==> config.mk <==
export PLATFORM = sky130hd
export DESIGN_NAME = fs_clk_gen_multi
export DESIGN_NICKNAME = d
export VERILOG_FILES = /design/src/rtl/fs_clk_gen_pkg.sv /design/src/rtl/fs_clk_chan.sv /design/src/rtl/fs_clk_gen_multi.sv
export SDC_FILE = /design/constraint.sdc
export NUM_CORES = 1
export LEC_CHECK = 0
export BUFFER_PORTS_ARGS = -buffer_cell sky130_fd_sc_hd__clkbuf_2
export CAP_MARGIN = 20
export CORE_MARGIN = 2
export CORE_UTILIZATION = 49
export CTS_CLUSTER_DIAMETER = 150
export DETAILED_ROUTE_END_ITERATION = 16
export PLACE_DENSITY = 0.82
export SLEW_MARGIN = 20
export SYNTH_ARGS = -nofsm -noshare
export SYNTH_HDL_FRONTEND = slang
export SYNTH_SLANG_ARGS = --single-unit
==> constraint.sdc <==
create_clock -name clk -period 2.6 [get_ports clk]
set_input_delay 0.13 -clock clk [delete_from_list [all_inputs] [get_ports clk]]
set_output_delay 0.13 -clock clk [all_outputs]
set_load 0.005 [all_outputs]
==> src/rtl/fs_clk_gen_pkg.sv <==
// fs_clk_gen_pkg: shared state encoding and default widths for the multi-channel sampling-clock generator.
package fs_clk_gen_pkg;
    localparam int CNT_W = 24;
    localparam int BURST_W = 16;
    typedef enum logic [1:0] {IDLE, ARMED, RUN, DONE} state_t;
endpackage

==> src/rtl/fs_clk_chan.sv <==
// fs_clk_chan: one divided sampling clock with a phase delay from the go pulse to its first high.
module fs_clk_chan #(
    parameter int CNT_W = fs_clk_gen_pkg::CNT_W
) (
    input  logic             clk,
    input  logic             reset,
    input  logic             go,
    input  logic             stop,
    input  logic [CNT_W-1:0] max,
    input  logic [CNT_W-1:0] ofs,
    output logic             fs_clk,
    output logic             fs_rise,
    output logic             fall
);
    logic             act;
    logic             wt;
    logic [CNT_W-1:0] ph;
    logic [CNT_W-1:0] hp;

    // fall flags the cycle whose edge takes the clock low, so a burst can end exactly there
    assign fall = act && fs_clk && hp == max;

    always_ff @(posedge clk) begin
        if (reset || stop) begin
            act     <= 1'b0;
            wt      <= 1'b0;
            ph      <= '0;
            hp      <= '0;
            fs_clk  <= 1'b0;
            fs_rise <= 1'b0;
        end else if (go) begin
            act     <= ofs == '0;
            wt      <= ofs != '0;
            ph      <= ofs;
            hp      <= '0;
            fs_clk  <= ofs == '0;
            fs_rise <= ofs == '0;
        end else if (wt) begin
            wt      <= ph != CNT_W'(1);
            act     <= ph == CNT_W'(1);
            fs_clk  <= ph == CNT_W'(1);
            fs_rise <= ph == CNT_W'(1);
            ph      <= ph - CNT_W'(1);
        end else if (act) begin
            hp      <= (hp == max) ? '0 : hp + CNT_W'(1);
            fs_clk  <= fs_clk ^ (hp == max);
            fs_rise <= !fs_clk && hp == max;
        end else begin
            fs_rise <= 1'b0;
        end
    end
endmodule

==> src/rtl/fs_clk_gen_multi.sv <==
// fs_clk_gen_multi: arm/trigger FSM driving NCH phase-offset sampling clocks.
// Define FS_CLK_GEN_BURST_EN to stop after burst_len ch0 rising edges (DONE state).
module fs_clk_gen_multi import fs_clk_gen_pkg::*; #(
    parameter int NCH     = 4,
    parameter int CNT_W   = fs_clk_gen_pkg::CNT_W,
    parameter int BURST_W = fs_clk_gen_pkg::BURST_W
) (
    input  logic               clk,
    input  logic               reset,
    input  logic               start,
    input  logic               trigger,
    input  logic [NCH*CNT_W-1:0] fs_cnt_max,
    input  logic [NCH*CNT_W-1:0] phase_ofs,
    input  logic [BURST_W-1:0] burst_len,
    output logic [NCH-1:0]     fs_clk,
    output logic [NCH-1:0]     fs_rise,
    output logic               running,
    output logic               done
);
    state_t               state;
    logic [NCH*CNT_W-1:0] max_q;
    logic [NCH-1:0]       ch_fall;
    logic                 go;
    logic                 stop;
    logic                 hit;
    logic                 unused_fall;

    assign go          = state == ARMED && start && trigger;
    assign stop        = state == RUN && (!start || hit);
    assign unused_fall = ^ch_fall;

`ifdef FS_CLK_GEN_BURST_EN
    logic [BURST_W-1:0] blen;
    logic [BURST_W-1:0] bcnt;

    // a rise landing in the same cycle as the fall (max=0) must already count
    assign hit = blen != '0 && ch_fall[0] && bcnt + BURST_W'(fs_rise[0]) == blen;

    always_ff @(posedge clk) begin
        if (reset) begin
            blen <= '0;
            bcnt <= '0;
        end else if (go) begin
            blen <= burst_len;
            bcnt <= '0;
        end else if (state == RUN) begin
            bcnt <= bcnt + BURST_W'(fs_rise[0]);
        end
    end
`else
    logic unused_burst;

    assign unused_burst = ^burst_len;
    assign hit          = 1'b0;
`endif

    always_ff @(posedge clk) begin
        if (reset) begin
            state   <= IDLE;
            running <= 1'b0;
            done    <= 1'b0;
            max_q   <= '0;
        end else begin
            case (state)
                IDLE: if (start) state <= ARMED;
                ARMED: begin
                    if (!start) begin
                        state <= IDLE;
                    end else if (trigger) begin
                        state   <= RUN;
                        running <= 1'b1;
                        max_q   <= fs_cnt_max;
                    end
                end
                RUN: begin
                    if (!start) begin
                        state   <= IDLE;
                        running <= 1'b0;
                    end else if (hit) begin
                        state   <= DONE;
                        running <= 1'b0;
                        done    <= 1'b1;
                    end
                end
                DONE: begin
                    if (!start) begin
                        state <= IDLE;
                        done  <= 1'b0;
                    end
                end
                default: begin
                    state   <= IDLE;
                    running <= 1'b0;
                    done    <= 1'b0;
                end
            endcase
        end
    end

    for (genvar i = 0; i < NCH; i++) begin : g_chan
        fs_clk_chan #(.CNT_W(CNT_W)) u_chan (
            .clk     (clk),
            .reset   (reset),
            .go      (go),
            .stop    (stop),
            .max     (max_q[i*CNT_W +: CNT_W]),
            .ofs     (phase_ofs[i*CNT_W +: CNT_W]),
            .fs_clk  (fs_clk[i]),
            .fs_rise (fs_rise[i]),
            .fall    (ch_fall[i])
        );
    end
endmodule
Word level (Yosys, flattened, before mapping) --
Index checks and enable logic that the tools add are counted.
Word-level totals: flip-flop bits (word level) 307, input bits 212, output and inout port bits 10, logic and storage cells 165
Operators by class: add/subtract/negate cells 8, eq/ne operators 21, mux-type cells 61, bitwise logic cells 8, reductions and logical operators 40
Operators by type and width (count):
- $mux 24 | 12
- $add 24x1->24 const B | 4
- $eq 24x1->1 const B | 4
- $eq 24x24->1 | 4
- $logic_not 24->1 | 4
- $ne 24x1->1 const B | 4
- $reduce_bool 24->1 | 4
- $sub 24x1->24 const B | 4
- $mux 1 | 43
- $reduce_bool 3->1 | 4
- $ne 2x2->1 const B | 5
- $reduce_bool 2->1 | 5
- $mux 2 | 4
- $reduce_and 2->1 | 4
- $logic_and 1x1->1 | 7
- $pmux 2 s3 | 1
- $reduce_and 3->1 | 2
- $logic_not 1->1 | 5
- $eq 2x2->1 const B | 2
- $not 1->1 | 4
- $reduce_and 4->1 | 1
- $reduce_or 2->1 | 2
- $xor 1x1->1 | 4
- $ne 3x3->1 const B | 1
- 4 further kinds | 4

Longest topological paths before layout --
Gate-level depths: netlist of run 1.
depth after elaboration 5, mapped depth 8, gate-level depth less buffers 8

By module --
From an unflattened synthesis of run 1, not the netlist that was laid out.
Second synthesis, totals: cell total of the unflattened synthesis 1788, area, all modules 15846.4 um2
By module, submodules not included:
- fs_clk_chan at g_chan[0].u_chan ... | instances 3, cells an instance 337, area each 2866.5 um2, seq. area each 1041.0 um2
- fs_clk_gen_multi | instances 1, cells an instance 432, area each 4388.0 um2, seq. area each 1981.9 um2
- fs_clk_chan at g_chan[3].u_chan | instances 1, cells an instance 345, area each 2859.0 um2, seq. area each 1041.0 um2

Least setup slack after synthesis of run 1 --
Ideal clock, no wire load.
kind reg2reg, start point register g_chan[1].u_chan.ph[2], end point register g_chan[1].u_chan.ph[11], library setup time 0.079 ns, arrival 2.278 ns, data required time 2.521 ns, setup slack 0.242 ns, stages on the path, launching flop included 7, buffers on the path 1, period minus slack after synthesis 2.358 ns, cell sequence dfxtp_1 or4_4 or4_4 buf_6 or4_4 xor2_1 a211oi_2
Between the ends: longest elaborated chain between the ends 3
RTL lines:
- start: declaration | line fs_clk_chan.sv:17 | logic [CNT_W-1:0] ph;
- start signal: assignment | line fs_clk_chan.sv:34 | ph <= ofs;
- start signal: assignment | line fs_clk_chan.sv:43 | ph <= ph - CNT_W'(1);
- $sub 24x1->24 | line fs_clk_chan.sv:43
- $mux 24 | line fs_clk_chan.sv:38 | end else if (wt) begin
- $mux 24 | line fs_clk_chan.sv:31 | end else if (go) begin
Every way passes these cells. The select of a mux whose other input is x is not followed. A chain may end at the register's enable or synchronous reset.

Worst setup path in the final report of run 1 --
Ends and elaborated chain as after synthesis.

==> results.toml, run 1 <==
[sta]
slew-limit-headroom_pct = 29.95
hold_viol = 0
rsz0062_at_grt = "no"
fin_worst_skew_ps = 19.91
whs_ps = 24.67
fin_crit_sh_pct = 93.82
min_period_ps = 2439
max_freq_mhz = 410.0
fin_tns_setup_ps = 0
setup_viol = 0
slew_violations = 0
fin_ws_ps = 160.7
tightest_slew_ps = 1051

[setup_path]
cp.required_ps = 3010
critPathLaunchType = "flip-flop"
cp-end-kind = "flip-flop"
crit_family = "simple AND/OR/NAND/NOR gates"
crit_fanout = 8
crit_slowest_cell = "or4_4"
cp.arrival_ps = 2850
cpMostUsedCell = "or4_4"
path_buf_inv = 0
crit_type = "flip-flop to flip-flop"
max_stage_delay_ps = 600
crit_chain = "or4_4, or4_4, or4_4, xor2_1, a211oi_2"

[logic_synthesis]
syn-cell-area_um2 = 14770
synth_cell_types = 53
synthAdderAreaFrac_pct = 1.355
netlist.area_leader.share_pct = 41.61
synth_top_family_by_area = "simple AND/OR/NAND/NOR gates"
synth_xor_area_share_pct = 16.25
yosysTopAreaCell = "dfxtp_1"
muxShareOfSynthArea_pct = 0.06777
synth_area_leaders = "dfxtp_1, xor2_1, nand2_1"
synth-edff-count = 0
ys_seq_elements = 307
synth_cells = 1801
synth_seq_area_share_pct = 41.61
synthFlopType = "dfxtp_1"
synth-compound-area-share_pct = 9.894
synth_simple_gate_area_share_pct = 27.16
synth_warnings = 0
syn_area_per_cell_um2 = 8.201
syn-num-nets = 2029
async_reset_ff_share_pct = 0

[place]
place_ws_ps = 189.0
place_congestion = 0.8786
portBuffers = 204
place_hpwl_um = 25570

[grt]
met1_usage_pct = 31.01
grt_pass1_wl_um = 68470
met3_usage_pct = 4.542
antenna_found_initial = 2
top_usage_layer = "met2"
grt.total_usage_pct = 26.44
met2_usage_pct = 46.30
grt_start_max_net_pins = 119
grt_overflow = 0
grt_pass1_vias = 14250

[routing]
via_count = 14230
dr.pass1.iters = 7
ant_nets = 0
routed_wl_um = 42510
viasPerCell = 5.529
wl_per_cell_um = 16.52
drcViolationCount = 0
drt_iter0_markers = 1049

[pwr]
p_sw_mw = 2.687
p_comb_share_pct = 11.6
p_leak_nw = 7.796
intPower_mw = 8.588
p_seq_share_pct = 44.0
max-vdd-ir-drop_mv = 0.4242
p_per_area_nw_per_um2 = 585.4
clockPowerShare_pct = 44.4
swShare_pct = 23.83

[worst_hold_path]
hp-class = "input port to flip-flop"

[floorplan]
num_rows = 63
core_um2 = 29640
die_area_um2 = 31550
start_util_pct = 49.84
die_h_um = 177.6
fp.dieW_um = 177.6
ios = 222

[cts]
htree_levels = 2
path_clk_slew_ps = 60
cts_buffer_depth = 3
tritoncts = "yes"
clkLatencyLatePin_ps = 500
cts_buffers = 34
postCtsSetupBuffers = 0
clockRootBuffer = "clkbuf_16"
clock_sink_count = 307

[layout]
drive_above_1_share_pct = 14.21
nets = 2387
fillerInstances = 2202
syn_to_final_growth_pct = 30.39

[outcome]
status = "finished, final reports clean"

[run]
maxCapViolCount = 0
power groups by stage:
stage | clock (mW) | sequential (mW) | combinational [mW]
after floorplan | 0 | 5.03 | 0.679
after global placement | 0 | 5.05 | 1.00
after detailed placement | 0 | 5.06 | 1.02
after CTS | 5.08 | 4.96 | 1.26
after global routing | 5.29 | 4.98 | 1.43
final | 5.01 | 4.97 | 1.30
layer usage:
layer | vias to the layer above | routed length (um)
li1 | 6894 | -
met1 | 6607 | 17250
met2 | 562 | 20930
met3 | 162 | 2379
met4 | 0 | 1951
met5 | - | 0
worst reg2reg max path: stages (launching register included):
cell      delay (ps)
dfxtp_1          350
or4_4            600
or4_4            570
or4_4            440
xor2_1           170
a211oi_2         230
kinds of logic (layout without fill, tap and decap cells):
logic type | Yosys count | after routing
fa+ha+maj | 16 | 16
other cells | 1 | 3
xor+xnor | 274 | 274
buf+inv | 132 | 512
simple gates | 834 | 834
compound gates | 236 | 236
mux | 1 | 1
flops | 307 | 307
final cells by class:
class                           count  area (um^2)  area share, %
Antenna cell                        2        5.005        0.02599
Clock buffer                       47         1013          5.262
Clock inverter                     11        160.2         0.8316
Inverter                           24        90.09         0.4678
Multi-Input combinational cell   1362         8108          42.10
Sequential cell                   307         6146          31.91
Tap cell                          390        488.0          2.534
Timing Repair Buffer              430         3248          16.87
registers in the layout, indices dropped and copies added, names as in the netlist:
| register | cells |
|---|---|
| g_chan.u_chan.hp | 96 |
| g_chan.u_chan.ph | 96 |
| max_q | 96 |
| g_chan.u_chan.act | 4 |
| g_chan.u_chan.fs_clk | 4 |
| g_chan.u_chan.fs_rise | 4 |
| g_chan.u_chan.wt | 4 |
| state | 2 |
| running | 1 |
through the flow:
stage	std cells	power [mW]	util (%)	instance area (um^2)
2_1_floorplan	1801	5.709	-	14770
3_3_place_gp	2321	6.054	54.52	16160
3_5_place_dp	2321	6.084	54.52	16160
4_1_cts	2571	11.30	64.96	19250
5_1_grt	2573	11.70	64.98	19260
6_report	2573	11.27	64.98	19260
synth_stat cells, types with 9 or more instances:
cell        n
nor2_1    234
a21oi_1   116
xor2_1    171
or4_1      13
and3_1     12
inv_1      24
nand3_1    50
nor4_1     82
nand2_1   263
a211oi_1   90
ha_1       16
and4_1     15
clkbuf_1   93
nor2b_1    11
nor3_1     53
nand4_1    35
buf_4       9
dfxtp_1   307
xnor2_1   103
timing repair:
| action | CTS | global route |
|---|---|---|
| resized for setup | 0 | 0 |
| hold buffers | 192 | 0 |
| hold endpoints to repair | 192 | 0 |
cells in the final DEF, fill, tap and decap left out, types with 6 or more instances in the layout:
cell and count:
clkbuf_2 203, and3_1 12, nand4_1 35, nor2_1 234, dlygate4sd3_1 192, nand3b_1 8
o21ai_0 8, or4_1 13, a21oi_1 116, nor4b_1 7, nor3_1 53, nand2b_1 6
nand3_1 50, xor2_1 171, nor2b_1 11, nor3b_1 6, ha_1 16, a211oi_1 90
inv_1 24, nor4_1 82, xnor2_1 103, and4_1 15, or2_2 6, clkbuf_16 37
and2_1 8, buf_4 30, dfxtp_1 307, nand2_1 263
path summary, 6_finish.rpt:
path	depth (start not counted)	endpoint	startpoint	slack, ps
max	5	g_chan[1].u_chan.ph[11]	g_chan[1].u_chan.ph[2]	160
min	3	g_chan[1].u_chan.ph[2]	phase_ofs[26]	20
max reg2reg	5	g_chan[1].u_chan.ph[11]	g_chan[1].u_chan.ph[2]	160
min reg2reg	2	max_q[44]	max_q[44]	460
Power figures use the tool's default switching activity.
==> run 2: changes to the inputs <==
--- a/config.mk
+++ b/config.mk
@@ -16,3 +16,4 @@
 export SYNTH_ARGS = -nofsm -noshare
 export SYNTH_HDL_FRONTEND = slang
 export SYNTH_SLANG_ARGS = --single-unit
+export TNS_END_PERCENT = 1
==> constraint.sdc (replaced) <==
create_clock -name clk -period 2.6 [get_ports clk]
set_input_delay 0.52 -clock clk [delete_from_list [all_inputs] [get_ports clk]]
set_output_delay 0.52 -clock clk [all_outputs]
set_load 0.005 [all_outputs]
==> results.toml, run 2 (synthesis gave the netlist of run 1 again) <==
[pwr]
p_comb_share_pct = 9.3
max-vdd-ir-drop_mv = 0.5156
p_per_area_nw_per_um2 = 640.5
clockPowerShare_pct = 46.1
swShare_pct = 23.80
p_seq_share_pct = 44.5
intPower_mw = 8.493
p_sw_mw = 2.653
p_leak_nw = 7.034

[layout]
nets = 2198
final_common_cell = "dfxtp_1"
diodes = 0
drive_above_1_share_pct = 15.73
reg.largest.list = "g_chan.u_chan.hp (96), g_chan.u_chan.ph (96), max_q (96)"
final_area_um2 = 17400
mostFrequentLayoutCells = "dfxtp_1, nand2_1, nor2_1"
post-route-util_pct = 58.72
syn_to_final_growth_pct = 17.82

[cts]
clock_sink_count = 307
cts_hold_buf = 0
cts_resized = 0
tritoncts = "yes"
path_clk_slew_ps = 60
cts_buffer_depth = 3
cts_buffers = 35
clockRootBuffer = "clkbuf_16"
clkLatencyLatePin_ps = 500
postCtsSetupBuffers = 0
htree_levels = 2

[floorplan]
core_um2 = 29640
ios = 222
num_rows = 63
start_util_pct = 49.84
die_h_um = 177.6
fp.dieW_um = 177.6
die_area_um2 = 31550

[setup_path]
cp.arrival_ps = 2840
cp.required_ps = 3020
crit_type = "flip-flop to flip-flop"
crit_fanout = 8
critPathLaunchType = "flip-flop"
cp-end-kind = "flip-flop"

[place]
place_congestion = 0.8543
placedInstanceArea_um2 = 16190
place_hpwl_um = 25850
portBuffers = 204

[routing]
viasPerCell = 5.464
via_count = 13040
routed_wl_um = 36270
drt_iter0_markers = 669
wl_per_cell_um = 15.20
ant_nets = 0
drcViolationCount = 0
dr.pass1.iters = 4

[grt]
grt_pass1_wl_um = 58960
grt_overflow = 0
grt_start_max_net_pins = 114
grt.total_usage_pct = 22.57
grt_pass1_vias = 12500
antenna_found_initial = 0

[sta]
fin_worst_skew_ps = 11.62
slew-limit-headroom_pct = 32.71
tightest_slew_ps = 1009
fin_tns_setup_ps = 0
min_period_ps = 2416
slew_violations = 0
fin_crit_sh_pct = 92.91
max_freq_mhz = 414.0
setup_viol = 0
rsz0062_at_grt = "no"
hold_viol = 0

[worst_hold_path]
hp-class = "input port to flip-flop"

[outcome]
status = "finished, final reports clean"

[run]
maxCapViolCount = 0
run 2: final timing paths:
| kind | start | end | slack, ps | cells past startpoint |
|---|---|---|---|---|
| worst max-delay path | g_chan[1].u_chan.ph[2] | g_chan[1].u_chan.ph[11] | 180 | 5 |
| worst min-delay path | fs_cnt_max[89] | max_q[89] | 240 | 3 |
| worst max register to register | g_chan[1].u_chan.ph[2] | g_chan[1].u_chan.ph[11] | 180 | 5 |
| worst min register to register | max_q[76] | max_q[76] | 470 | 2 |
run 2: power groups by stage:
| stage | clock network (mW) | logic [mW] | registers, mW |
|---|---|---|---|
| after floorplan | 0 | 0.679 | 5.03 |
| after global placement | 0 | 1.00 | 5.05 |
| after detailed placement | 0 | 1.02 | 5.06 |
| after CTS | 5.23 | 1.04 | 4.96 |
| after global routing | 5.44 | 1.15 | 4.98 |
| final | 5.14 | 1.04 | 4.96 |
run 2: metrics by stage:
step	hold WS (ps)	std cells	worst slack, ps	total power [mW]
after global placement	456.2	2323	252.1	6.058
after detailed placement	461.7	2323	201.1	6.088
after CTS	222.3	2386	173.9	11.24
final	238.1	2386	184.3	11.15
after global routing	228.5	2386	70.40	11.57
after floorplan	447.8	1801	242.3	5.709
run 2: worst max-delay path, cell delays in order (launching register included):
cell and delay (ps):
dfxtp_1 360, or4_4 600, or4_4 570, or4_4 440, xor2_1 160, a211oi_2 210
run 2: layer usage:
layer  track usage [%]  up-vias  routed length, um
met1             28.32     6077              15980
met5                 0        -                  0
met2             39.08      355              17270
li1                  -     6518                  -
met3             3.470       86               1948
met4             8.265        0               1076
run 2: area by class of cell:
| cell class | instances | area, um^2 |
|---|---|---|
| Fill cell | 2598 | 12240 |
| Multi-Input combinational cell | 1362 | 8108 |
| Sequential cell | 307 | 6146 |
| Timing Repair Buffer | 240 | 1354 |
| Clock buffer | 52 | 1052 |
| Tap cell | 390 | 488.0 |
| Clock inverter | 11 | 165.2 |
| Inverter | 24 | 90.09 |
==> run 3: changes to the inputs <==
--- a/config.mk
+++ b/config.mk
@@ -15,5 +15,6 @@
 export SLEW_MARGIN = 20
 export SYNTH_ARGS = -nofsm -noshare
 export SYNTH_HDL_FRONTEND = slang
+export SYNTH_HIERARCHICAL = 1
 export SYNTH_SLANG_ARGS = --single-unit
 export TNS_END_PERCENT = 1
==> results.toml, run 3 <==
[pwr]
p_leak_nw = 7.572
p_per_area_nw_per_um2 = 612.0
intPower_mw = 8.557
swShare_pct = 24.39
p_sw_mw = 2.760
p_seq_share_pct = 43.9
p_comb_share_pct = 10.6
clockPowerShare_pct = 45.5
max-vdd-ir-drop_mv = 0.5121

[logic_synthesis]
synth_warnings = 6
syn-cell-area_um2 = 15820
synth_cells = 1784
syn_area_per_cell_um2 = 8.869
syn-num-nets = 2012

[grt]
antenna_found_initial = 0
grt_pass1_wl_um = 60640
grt_start_max_net_pins = 74
grt_overflow = 0
grt_pass1_vias = 12900
grt.total_usage_pct = 21.51

[routing]
viasPerCell = 5.442
drt_iter0_markers = 683
ant_nets = 0
drcViolationCount = 0
dr.max_layer_used = "met4"
dr.pass1.iters = 5
wl_met3_um = 1930
wl_met2_um = 17670
wl_met1_um = 16220
wl_per_cell_um = 15.25
routed_wl_um = 36660
via_count = 13080

[sta]
max_freq_mhz = 437.3
fin_tns_setup_ps = 0
tightest_slew_ps = 814.1
min_period_ps = 2287
slew-limit-headroom_pct = 45.31
setup_viol = 0
fin_worst_skew_ps = 22.02
slew_violations = 0
hold_viol = 0
fin_crit_sh_pct = 87.95
rsz0062_at_grt = "no"

[setup_path]
cp-end-kind = "flip-flop"
max_stage_delay_ps = 630
path_depth = 6
crit_fanout = 14
crit_type = "flip-flop to flip-flop"
critPathLaunchType = "flip-flop"
cp.required_ps = 3000
crit_slowest_cell = "o31ai_2"
cp.arrival_ps = 2690
r2r_cells = 6
crit_family = "simple AND/OR/NAND/NOR gates"
crit_chain = "xor2_1, nor4_1, nand4_1, o31ai_2, buf_4, nor2_1"
path_buf_inv = 1

[layout]
layoutNonFillerInstCount = 2404
fillerInstances = 2672
final_common_cell = "dfxtp_1"
mostFrequentLayoutCells = "dfxtp_1, clkbuf_2, nand2b_1"
drive_above_1_share_pct = 17.08
reg.largest.list = "g_chan.u_chan/hp (96), g_chan.u_chan/ph (96), max_q (96)"
nets = 2204
syn_to_final_growth_pct = 16.88
diodes = 0
post-route-util_pct = 58.45

[floorplan]
start_util_pct = 50.01
num_rows = 65
die_area_um2 = 33740
fp.dieW_um = 183.7
ios = 222
core_um2 = 31640
die_h_um = 183.7

[cts]
cts_buffers = 35
clockRootBuffer = "clkbuf_16"
clock_sink_count = 307
cts_buffer_depth = 3
path_clk_slew_ps = 60
tritoncts = "yes"
cts_resized = 0
clkLatencyLatePin_ps = 520
cts_hold_buf = 0
postCtsSetupBuffers = 0
htree_levels = 2

[place]
portBuffers = 204
place_hpwl_um = 26540
place_congestion = 0.8739
dp_cells = 2341

[outcome]
status = "finished, final reports clean"

[run]
maxCapViolCount = 0

[worst_hold_path]
hold_depth = 3
hp-class = "input port to flip-flop"
## run 3: per-layer routing
layer  GRT usage (%)  vias up
li1                -     6525
met1           27.21     6144
met2           37.83      343
met3           3.249       71
met4           6.336        0
met5               0        -
## run 3: worst reg2reg max path, delay by kind of cell, from the launching register on
| kind | cells | cell delay [ps] |
|---|---|---|
| DFF | 1 | 370 |
| and+or+nand+nor | 3 | 660 |
| AOI/OAI and AO/OA | 1 | 630 |
| xor gates and xnor gates | 1 | 180 |
| buffers and inverters | 1 | 330 |
## run 3: final timing paths
| kind | start | to | slack (ps) |
|---|---|---|---|
| max | g_chan[1].u_chan/hp[4] | g_chan[1].u_chan/hp[11] | 310 |
| min reg2reg | max_q[77] | max_q[77] | 480 |
| max reg2reg | g_chan[1].u_chan/hp[4] | g_chan[1].u_chan/hp[11] | 310 |
| min | fs_cnt_max[51] | max_q[51] | 250 |
## run 3: final cells by class
cell class / instances / area [um^2] / area share, %
multi-input combinational: 1374 / 9248 / 50.01
sequential: 307 / 6146 / 33.23
timing repair buffer: 237 / 1309 / 7.077
clock buffer: 47 / 980.9 / 5.304
tap: 402 / 503.0 / 2.720
clock inverter: 16 / 227.7 / 1.231
inverter: 21 / 78.83 / 0.4263
## run 3: through the flow
step / setup WS (ps) / power (mW) / instance area (um^2) / hold slack [ps]
6_report: 313.2 / 11.32 / 18490 / 245.3
5_1_grt: 154.4 / 11.78 / 18490 / 234.9
4_1_cts: 301.0 / 11.44 / 18490 / 224.0
3_5_place_dp: 354.8 / 6.258 / 17280 / 474.4
3_3_place_gp: 409.0 / 6.217 / 17280 / 472.2
2_1_floorplan: 444.3 / 5.864 / 15820 / 460.1
## run 3: power by group through the flow
stage / Sequential [mW] / Clock (mW) / Combinational (mW)
5_1_grt: 4.99 / 5.47 / 1.33
2_1_floorplan: 5.04 / 0 / 0.827
3_3_place_gp: 5.06 / 0 / 1.16
6_report: 4.97 / 5.15 / 1.20
4_1_cts: 4.97 / 5.27 / 1.20
3_5_place_dp: 5.07 / 0 / 1.19
